$ cat src/rtl/mips_debug_unit.sv
// mips_debug_unit: host-driven debug controller for the MIPS_DLX core.
// Pops one-byte commands from the UART RX FIFO and then free-runs, single-steps
// or freezes the core through enable. After that it streams a snapshot of the
// debug bus, followed by the executed-cycle counter, LSB first, into the TX FIFO.
//
// Ports:
//   clock, reset      - rising-edge clock, asynchronous active-low reset
//   rx_data, rx_empty - show-ahead head of the RX FIFO
//   rd                - RX FIFO pop (one-cycle pulse)
//   tx_data, wr       - byte and push strobe towards the TX FIFO
//   tx_full           - TX FIFO back-pressure
//   halt              - core has retired a halt instruction (level)
//   debug_signal      - core debug bus
//   enable            - core clock enable
//   busy              - controller is not idle
module mips_debug_unit #(
  parameter int unsigned DEBUG_W  = 322,
  parameter int unsigned CYC_W    = 32,
  parameter logic [7:0]  CMD_RUN  = 8'h63,
  parameter logic [7:0]  CMD_STEP = 8'h73,
  parameter logic [7:0]  CMD_DUMP = 8'h64,
  parameter logic [7:0]  CMD_STOP = 8'h70
) (
  input  logic               clock,
  input  logic               reset,
  input  logic [7:0]         rx_data,
  input  logic               rx_empty,
  output logic               rd,
  output logic [7:0]         tx_data,
  input  logic               tx_full,
  output logic               wr,
  input  logic               halt,
  input  logic [DEBUG_W-1:0] debug_signal,
  output logic               enable,
  output logic               busy
);

  localparam int unsigned NB_DBG    = (DEBUG_W + 7) / 8;
  localparam int unsigned NB_CYC    = CYC_W / 8;
  localparam int unsigned NB_TOT    = NB_DBG + NB_CYC;
  localparam int unsigned DBG_PAD_W = 8 * NB_DBG;
  localparam int unsigned SH_W      = 8 * NB_TOT;
  localparam int unsigned IDX_W     = $clog2(NB_TOT);
  localparam logic [IDX_W-1:0] LAST_IDX = IDX_W'(NB_TOT - 1);

  typedef enum logic [2:0] {
    S_IDLE,
    S_DECODE,
    S_RUN,
    S_STEP,
    S_SNAP,
    S_SEND
  } state_t;

  state_t            state_q, state_d;
  logic [7:0]        cmd_q;
  logic [CYC_W-1:0]  cyc_q;
  logic [SH_W-1:0]   shadow_q;
  logic [IDX_W-1:0]  idx_q;
  logic              stop_pop;

  // Stop byte at the FIFO head while running; halt takes priority over it.
  assign stop_pop = (state_q == S_RUN) && !halt && !rx_empty && (rx_data == CMD_STOP);

  // Next-state and strobe decode.
  always_comb begin
    state_d = state_q;
    rd      = 1'b0;
    wr      = 1'b0;
    enable  = 1'b0;
    unique case (state_q)
      S_IDLE: begin
        if (!rx_empty) begin
          rd      = 1'b1;
          state_d = S_DECODE;
        end
      end
      S_DECODE: begin
        if (cmd_q == CMD_RUN)       state_d = S_RUN;
        else if (cmd_q == CMD_STEP) state_d = S_STEP;
        else if (cmd_q == CMD_DUMP) state_d = S_SNAP;
        else                        state_d = S_IDLE;
      end
      S_RUN: begin
        if (halt) begin
          state_d = S_SNAP;
        end else if (stop_pop) begin
          rd      = 1'b1;
          state_d = S_SNAP;
        end else begin
          enable  = 1'b1;
        end
      end
      S_STEP: begin
        enable  = 1'b1;
        state_d = S_SNAP;
      end
      S_SNAP: begin
        state_d = S_SEND;
      end
      S_SEND: begin
        if (!tx_full) begin
          wr = 1'b1;
          if (idx_q == LAST_IDX) state_d = S_IDLE;
        end
      end
      default: begin
        state_d = S_IDLE;
      end
    endcase
    // The state is already IDLE while reset is held, so keep the FIFOs untouched.
    if (!reset) begin
      rd     = 1'b0;
      wr     = 1'b0;
      enable = 1'b0;
    end
  end

  // State, command latch, cycle counter, snapshot and byte index.
  always_ff @(posedge clock or negedge reset) begin
    if (!reset) begin
      state_q  <= S_IDLE;
      cmd_q    <= 8'h00;
      cyc_q    <= '0;
      shadow_q <= '0;
      idx_q    <= '0;
    end else begin
      state_q <= state_d;
      if (state_q == S_IDLE && rd) cmd_q <= rx_data;
      if (enable) cyc_q <= cyc_q + CYC_W'(1);
      if (state_q == S_SNAP) begin
        // Debug bytes first (zero-padded to whole bytes), counter in the top bytes.
        shadow_q <= {cyc_q, DBG_PAD_W'(debug_signal)};
        idx_q    <= '0;
      end else if (wr) begin
        idx_q <= idx_q + IDX_W'(1);
      end
    end
  end

  assign tx_data = shadow_q[{idx_q, 3'b000} +: 8];
  assign busy    = (state_q != S_IDLE);

endmodule
$ cat config.mk
export PLATFORM = sky130hd
export DESIGN_NAME = mips_debug_unit
export DESIGN_NICKNAME = d
export VERILOG_FILES = /design/src/rtl/mips_debug_unit.sv
export SDC_FILE = /design/constraint.sdc
export NUM_CORES = 1
export LEC_CHECK = 0
export ABC_CLOCK_PERIOD_IN_PS = 4550
export CAP_MARGIN = 15
export CORE_MARGIN = 1.5
export CORE_UTILIZATION = 58
export CTS_BUF_LIST = sky130_fd_sc_hd__clkbuf_2
export DETAILED_ROUTE_END_ITERATION = 12
export PLACE_DENSITY = 0.95
export RECOVER_POWER = 25
export SLEW_MARGIN = 40
export SYNTH_ARGS = -nofsm -noshare
export SYNTH_HDL_FRONTEND = slang
export SYNTH_SLANG_ARGS = --single-unit
$ cat constraint.sdc
create_clock -name clock -period 4.55 [get_ports clock]
set_clock_uncertainty 0.1 [all_clocks]
set_input_delay 1.365 -clock clock [delete_from_list [all_inputs] [get_ports clock]]
set_output_delay 1.365 -clock clock [all_outputs]
set_load 0.02 [all_outputs]
# Yosys cells after proc, flatten, opt, wreduce, memory -nomap -nowiden
# Cells that the tools add are included.
# W data, S select, Z words.
# word_totals
word_cells,55
reg_bits,403
inputBits,335
# classes
n_reduce_logical,10
eq_ne,14
n_mux,23
add_sub_neg,2
shift,1
# ops
cell,count
$shiftx A360 B10 Y8,1
$add A32 B1 Y32 const B,1
$eq A8 B7 Y1 const B,4
$mux W3,8
$pmux W3 S6,1
$mux W6,2
$mux W1,10
$add A6 B1 Y6 const B,1
$eq A3 B2 Y1 const B,2
$eq A3 B3 Y1 const B,2
$eq A6 B6 Y1 const B,1
$ne A2 B2 Y1 const B,3
$logic_and A1 B1 Y1,4
$pmux W1 S2,2
$reduce_and A4 Y1,1
$eq A3 B1 Y1 const B,1
$logic_not A3 Y1,1
$ne A3 B3 Y1 const B,1
$reduce_bool A3 Y1,1
$logic_not A1 Y1,2
$reduce_bool A2 Y1,1

# Depth between registers and ports, before layout
# Gate-level depths: netlist (run 1).
# depth
word_depth,9
depth_mapped,8
ltp_nobuf,6

# Worst setup path after synthesis (run 1)
# Ideal clock, no wire load.
# synth_path
path_kind,in2out
from,input port rx_empty
to,output port rd
path_stages,5
setup_slack_ns,0.453
arrival_time_ns,2.632
cell_sequence,or3_1 or4_1 buf_2 o22ai_1 and3_1
# synth_via
elab_chain_len,7
# synth_rtl
element,line,text
"start, declared",27,"input logic rx_empty,"
$logic_not A1 Y1,n/a,
$logic_and A1 B1 Y1 (2 in a row),63,assign stop_pop = (state_q == S_RUN) && !halt && !rx_empty && (rx_data == CMD_STOP);
$mux W1,87,end else if (stop_pop) begin
$mux W1,85,if (halt) begin
$pmux W1 S2 *,71,unique case (state_q)
$mux W1 *,112,if (!reset) begin
"end, declared",28,"output logic rd,"
# Mark *: on every way between the ends. The rest lies on a longest branch, timed or not.

# Final worst setup path (run 1)
# layout_path
from,register idx_q[0]
to,output port tx_data[1]
# layout_via
elab_chain_len,1
# layout_rtl
element,line,text
"start, declared",59,logic [IDX_W-1:0] idx_q;
"start signal, assigned",136,idx_q <= idx_q + IDX_W'(1);
$shiftx A360 B10 Y8,141,"assign tx_data = shadow_q[{idx_q, 3'b000} +: 8];"
"end, declared",29,"output logic [7:0] tx_data,"
# Every way passes these cells.

==> impl_metrics.ini, run 1 <==
[run_status]
outcome = finished with violations
violations = max-capacitance violations, max-slew violations, negative setup slack

[sta]
fin_crit_sh_pct = 102.8
finalWorstSetupSlack_ns = -0.1289
hold_violations = 0
slew_headroom_pct = -115.9
rsz0062_at_grt = yes
clock.fmax_mhz = 213.7
worst_slew_pin_slew_ns = 3.238
setup_violations = 7
tns_ns = -0.6584
period_needed_ns = 4.679
drv_slew = 116

[route]
antenna_left = 0
drt_iter0_drc = 933
vias = 12240
drt_pass1_iterations = 8
drt_wl_total_um = 48990
drc = 0
via_per_inst = 5.830
wl_per_cell_um = 23.34

[power_and_ir_drop]
power.total_mw = 12.28
p_per_area_mw_per_mm2 = 520.6
power.clock.fraction_pct = 19.2
internal_power_mw = 8.460
swShare_pct = 31.12
comb_power_share_pct = 32.6
peakVddDrop_uv = 319.0
power_frac_seq_pct = 48.2
power_switching_mw = 3.821
p_leak_nw = 9.999

[cells_and_area]
fin_nets = 1955
syn_to_final_growth_pct = 29.04
seq_area_sq_mm = 0.01009
fill_cells = 1761
multiInputGateArea_sq_mm = 0.007875
layout-drive-gt1-share_pct = 42.15

[place]
place_ws_ns = -0.4788
io_buffers = 346
finalWeightedCongestion = 0.8160
dp.final_hpwl_um = 34620

[setup_path]
crit_path_start = idx_q[0]$_DFFE_PN0P_
timing.rr.start = state_q[2]$_DFFE_PN0P_
cp-end-kind = output port
crit_required_ns = 3.08
cp_max_fo = 7
cp_data_arrival_time_ns = 3.21
path_class = flop to output port
crit_path_start_kind = flop

[grt]
grt_pass1_wl_um = 75760
grt_max_degree = 150
first_global_vias = 13650
antenna_found_initial = 19
track_usage_pct = 30.47
grt.overflow.total = 0

[floorplanning]
coreArea_sq_mm = 0.03083
die_w_um = 180.5
die_h_um = 180.5
floorplan.initialDensity_pct = 59.29
placementRows = 64
die_area_sq_mm = 0.03259
io_pins = 347

[clock_network]
clk_path_buf_depth = 3
cts_buffers = 101
holdBufCountCts = 0
cts_htree_levels = 3
cts.sinks = 403
clk-insertion-delay-late_ns = 0.92
cts.clk_slew.worst_paths_ns = 0.11
root_buffer = clkbuf_2
cts_tree = yes

[logic_synthesis]
synth_top_flop_cell = dfrtp_1
syn_area_sq_mm = 0.01828
syn-instance-count = 1191
synth_cell_types = 51
ys.warnings.count = 0
synth_seq_cells = 403
synth-edff-count = 0
syn_nets = 1529
ys_seq_area_share_pct = 55.17
synth.avg_cell_area_sq_um = 15.35
ys_async_sr_fraction_pct = 100.0

[min_path]
hp-class = flop to flop
min-delay-start = cyc_q[31]$_DFFE_PN0P_

[flow_run]
cap_violations = 2
power by group through the flow:
stage               logic (mW)  clock network [mW]  registers [mW]
global placement          3.61                   0            5.82
floorplan                 2.66                   0            5.57
CTS                       3.98                2.42            5.89
global route              4.24                2.61            6.07
detailed placement        3.80                   0            5.98
finish                    4.00                2.36            5.92
per-layer routing:
layer  track usage (%)  share of wire (%)
met4             17.21                5.2
met5                 0              0.096
met1             35.79                 37
met3             7.902                6.6
met2             51.22                 51
sequential cells by signal, indices dropped and copies added, names as in the netlist:
| signal | flops |
|---|---|
| state_q | 3 |
| idx_q | 6 |
| cmd_q | 8 |
| cyc_q | 32 |
| shadow_q | 354 |
cell type report:
type,count,share of cell area (%)
Sequential cell,403,42.79
Clock buffer,140,2.970
Tap cell,396,2.100
Multi-Input combinational cell,697,33.38
Clock inverter,33,0.7320
Antenna cell,16,0.1697
Timing Repair Buffer,403,17.68
Inverter,11,0.1750
worst paths after layout:
path	to	slack, ns	depth (start not counted)
max in group asynchronous	shadow_q[230]$_DFFE_PN0N_	0.85	2
worst max-delay path	tx_data[1]	-0.13	7
worst max register to register	shadow_q[220]$_DFFE_PN0N_	1.81	4
min in group asynchronous	idx_q[2]$_DFFE_PN0P_	1.24	2
worst min-delay path	cyc_q[31]$_DFFE_PN0P_	0.38	1
worst min register to register	cyc_q[31]$_DFFE_PN0P_	0.38	1
cells by family (layout without fill, tap and decap cells):
kind of cell,after synthesis,after routing,synth area share (%)
other cells,0,16,0
buf+inv,91,587,2.416
flops,403,403,55.17
mux,472,472,34.50
xor+xnor,36,36,1.725
fa+ha+maj,3,3,0.2054
compound gates,53,53,2.046
simple gates,133,133,3.936
what timing repair did:
item                       CTS  global route
setup buffers               16             1
pin swaps                    2             4
resized for setup           91            21
setup endpoints to repair   10            10
cloned                       2             0
Yosys cell counts (all sizes together) (7+ instances only):
cell type	instances	area [sq um]
dfrtp	403	10080
nor3	21	115.1
inv	11	41.29
o21ai	16	80.08
nor2b	9	56.30
buf	60	325.3
nor2	19	73.82
a211oi	8	60.06
nor4	7	43.79
mux4	89	2004
mux2	372	4193
clkbuf	20	75.07
mux2i	11	110.1
and3	8	50.05
nand2	34	127.6
xor2	21	183.9
nand4	7	58.81
xnor2	15	131.4
nand3	8	40.04
critical path: stages, from the launching register on:
cell	delay, ns
dfrtp_4	0.50
buf_12	0.17
buf_12	0.12
mux4_2	0.56
mux4_2	0.56
o21ai_4	0.18
nor3_2	0.06
buf_4	0.18
cells in the final DEF, fill, tap and decap left out, types with 11 or more instances in the layout:
cell	count
buf_4	41
clkdlybuf4s50_1	332
diode_2	16
clkinv_1	24
dfrtp_1	400
mux4_2	89
clkbuf_2	140
xnor2_1	15
nor3_1	18
mux2_2	371
nand2_1	34
nor2_1	18
buf_12	13
inv_1	11
xor2_1	21
through the flow:
step           hold slack, ns  cells  cell area [sq um]  utilization [%]
2_1_floorplan          0.3362   1191              18280                -
3_3_place_gp           0.3532   1889              22280            72.26
3_5_place_dp           0.3646   1890              22310            72.37
4_1_cts                0.3265   2081              23470            76.12
5_1_grt                0.4057   2099              23590            76.51
6_report               0.3804   2099              23590            76.51
(Power assumes the default switching activity.)
==> run 2: changes to the inputs <==
--- a/config.mk
+++ b/config.mk
@@ -5,13 +5,13 @@
 export SDC_FILE = /design/constraint.sdc
 export NUM_CORES = 1
 export LEC_CHECK = 0
-export ABC_CLOCK_PERIOD_IN_PS = 4550
+export ABC_CLOCK_PERIOD_IN_PS = 5240
 export CAP_MARGIN = 15
 export CORE_MARGIN = 1.5
-export CORE_UTILIZATION = 58
+export CORE_UTILIZATION = 54
 export CTS_BUF_LIST = sky130_fd_sc_hd__clkbuf_2
 export DETAILED_ROUTE_END_ITERATION = 12
-export PLACE_DENSITY = 0.95
+export PLACE_DENSITY = 0.94
 export RECOVER_POWER = 25
 export SLEW_MARGIN = 40
 export SYNTH_ARGS = -nofsm -noshare
==> constraint.sdc (replaced) <==
create_clock -name clock -period 5.24 [get_ports clock]
set_clock_uncertainty 0.1 [all_clocks]
set_input_delay 1.572 -clock clock [delete_from_list [all_inputs] [get_ports clock]]
set_output_delay 1.572 -clock clock [all_outputs]
set_load 0.02 [all_outputs]
==> impl_metrics.ini, run 2 (synthesis gave the netlist of run 1 again) <==
[place]
postPlaceCellArea_sq_mm = 0.02228
dp.final_hpwl_um = 33830
finalWeightedCongestion = 0.8738
io_buffers = 346

[power_and_ir_drop]
power_switching_mw = 3.164
power_frac_seq_pct = 49.0
p_leak_nw = 9.778
p_per_area_mw_per_mm2 = 447.9
power.clock.fraction_pct = 19.4
comb_power_share_pct = 31.6
swShare_pct = 30.45
internal_power_mw = 7.228
peakVddDrop_uv = 258.4

[route]
via_per_inst = 5.656
drc = 0
drt_wl_total_um = 47420
wl_per_cell_um = 22.29
drt_pass1_iterations = 4
antenna_left = 0
vias = 12030
drt_iter0_drc = 725

[floorplanning]
die_area_sq_mm = 0.03497
placementRows = 67
die_h_um = 187.0
io_pins = 347
floorplan.initialDensity_pct = 54.65
coreArea_sq_mm = 0.03345
die_w_um = 187.0

[clock_network]
cts.clk_slew.worst_paths_ns = 0.10
cts_buffers = 102
root_buffer = clkbuf_2
cts.sinks = 403
clk_path_buf_depth = 3
cts_htree_levels = 3
clk-insertion-delay-late_ns = 0.98
cts_tree = yes
holdBufCountCts = 0

[cells_and_area]
regMostFlops = shadow_q
fill_cells = 2150
finish.instance_area_sq_mm = 0.02320
largest_register_ffs = 354
syn_to_final_growth_pct = 26.93
layout_common_cells = dfrtp_1 (400), mux2_2 (371), clkdlybuf4s50_1 (335), clkbuf_2 (163), mux4_2 (89)
fin_nets = 1934
top_regs = shadow_q (354), cyc_q (32), cmd_q (8)
layout-drive-gt1-share_pct = 40.89
final_common_cell = dfrtp_1
fin_util_pct = 69.37

[sta]
worst_slew_pin_slew_ns = 2.514
setup_violations = 0
hold_violations = 0
fin_crit_sh_pct = 97.78
slew_headroom_pct = -67.62
rsz0062_at_grt = yes
period_needed_ns = 5.124
drv_slew = 153
clock.fmax_mhz = 195.2

[setup_path]
ff2ff_setup_slack_ns = 2.69
crit_required_ns = 3.57
cp_data_arrival_time_ns = 3.45
cp-end-kind = output port
path_class = flop to output port
crit_path_start_kind = flop
cp_max_fo = 10

[run_status]
violations = max-capacitance violations, max-slew violations
outcome = finished with violations

[grt]
antenna_found_initial = 17
track_usage_pct = 27.72
grt_pass1_wl_um = 73970
grt_max_degree = 167
first_global_vias = 13430
grt.overflow.total = 0

[min_path]
hp-class = flop to flop

[flow_run]
cap_violations = 2
## run 2: timing repair
action	in CTS	in global routing
endpoints found under the setup margin	10	10
buffers inserted	4	0
gates resized for setup	26	18
## run 2: through the flow
step	std cells	setup TNS, ns	total power [mW]	hold WS, ns	worst slack, ns
after floorplan	1191	0	7.143	0.3362	0.7290
after global routing	2127	-0.01998	11.00	0.3908	-0.01144
after global placement	1934	-0.3883	8.177	0.3511	-0.2100
final	2127	0	10.39	0.3792	0.1162
after detailed placement	1935	-0.4177	8.430	0.3672	-0.2175
after CTS	2110	0	10.46	0.3796	0.004057
## run 2: per-layer routing
layer | wire, um | part of all wire (%) | GRT usage, %
met2 | 23640 | 50 | 44.63
met1 | 18110 | 38 | 33.24
met3 | 3051 | 6.4 | 7.580
met5 | 10 | 0.021 | 0
met4 | 2611 | 5.5 | 17.52
## run 2: critical path: stages, from the launching register on
cell and delay (ns):
dfrtp_4 0.49, buf_4 0.18, buf_12 0.16, mux4_2 0.54, mux4_2 0.54, o21ai_0 0.19
nor3_1 0.06, clkdlybuf4s15_2 0.29
## run 2: layout make-up
| class | count | area, sq um | share of cell area [%] |
|---|---|---|---|
| Inverter | 11 | 41.29 | 0.1780 |
| Antenna cell | 16 | 40.04 | 0.1726 |
| Clock inverter | 15 | 60.06 | 0.2588 |
| Timing Repair Buffer | 381 | 3842 | 16.56 |
| Sequential cell | 403 | 10100 | 43.51 |
| Clock buffer | 156 | 780.7 | 3.365 |
| Tap cell | 448 | 560.5 | 2.416 |
| Multi-Input combinational cell | 697 | 7781 | 33.54 |
## run 2: final timing paths
path                                        start                         to  cells past startpoint
max in group asynchronous                   reset  shadow_q[112]$_DFFE_PN0N_                      4
min in group asynchronous                   reset     state_q[2]$_DFFE_PN0P_                      2
max                          idx_q[0]$_DFFE_PN0P_                 tx_data[1]                      7
min reg2reg                 cyc_q[31]$_DFFE_PN0P_      cyc_q[31]$_DFFE_PN0P_                      1
min                         cyc_q[31]$_DFFE_PN0P_      cyc_q[31]$_DFFE_PN0P_                      1
max reg2reg                state_q[1]$_DFFE_PN0P_  shadow_q[172]$_DFFE_PN0N_                      4
## run 2: power groups by stage
stage | Clock [mW] | Combinational, mW | Sequential, mW
after floorplan | 0 | 2.31 | 4.84
after global placement | 0 | 3.14 | 5.03
after detailed placement | 0 | 3.29 | 5.14
after CTS | 2.08 | 3.31 | 5.07
after global routing | 2.27 | 3.50 | 5.24
final | 2.01 | 3.29 | 5.09
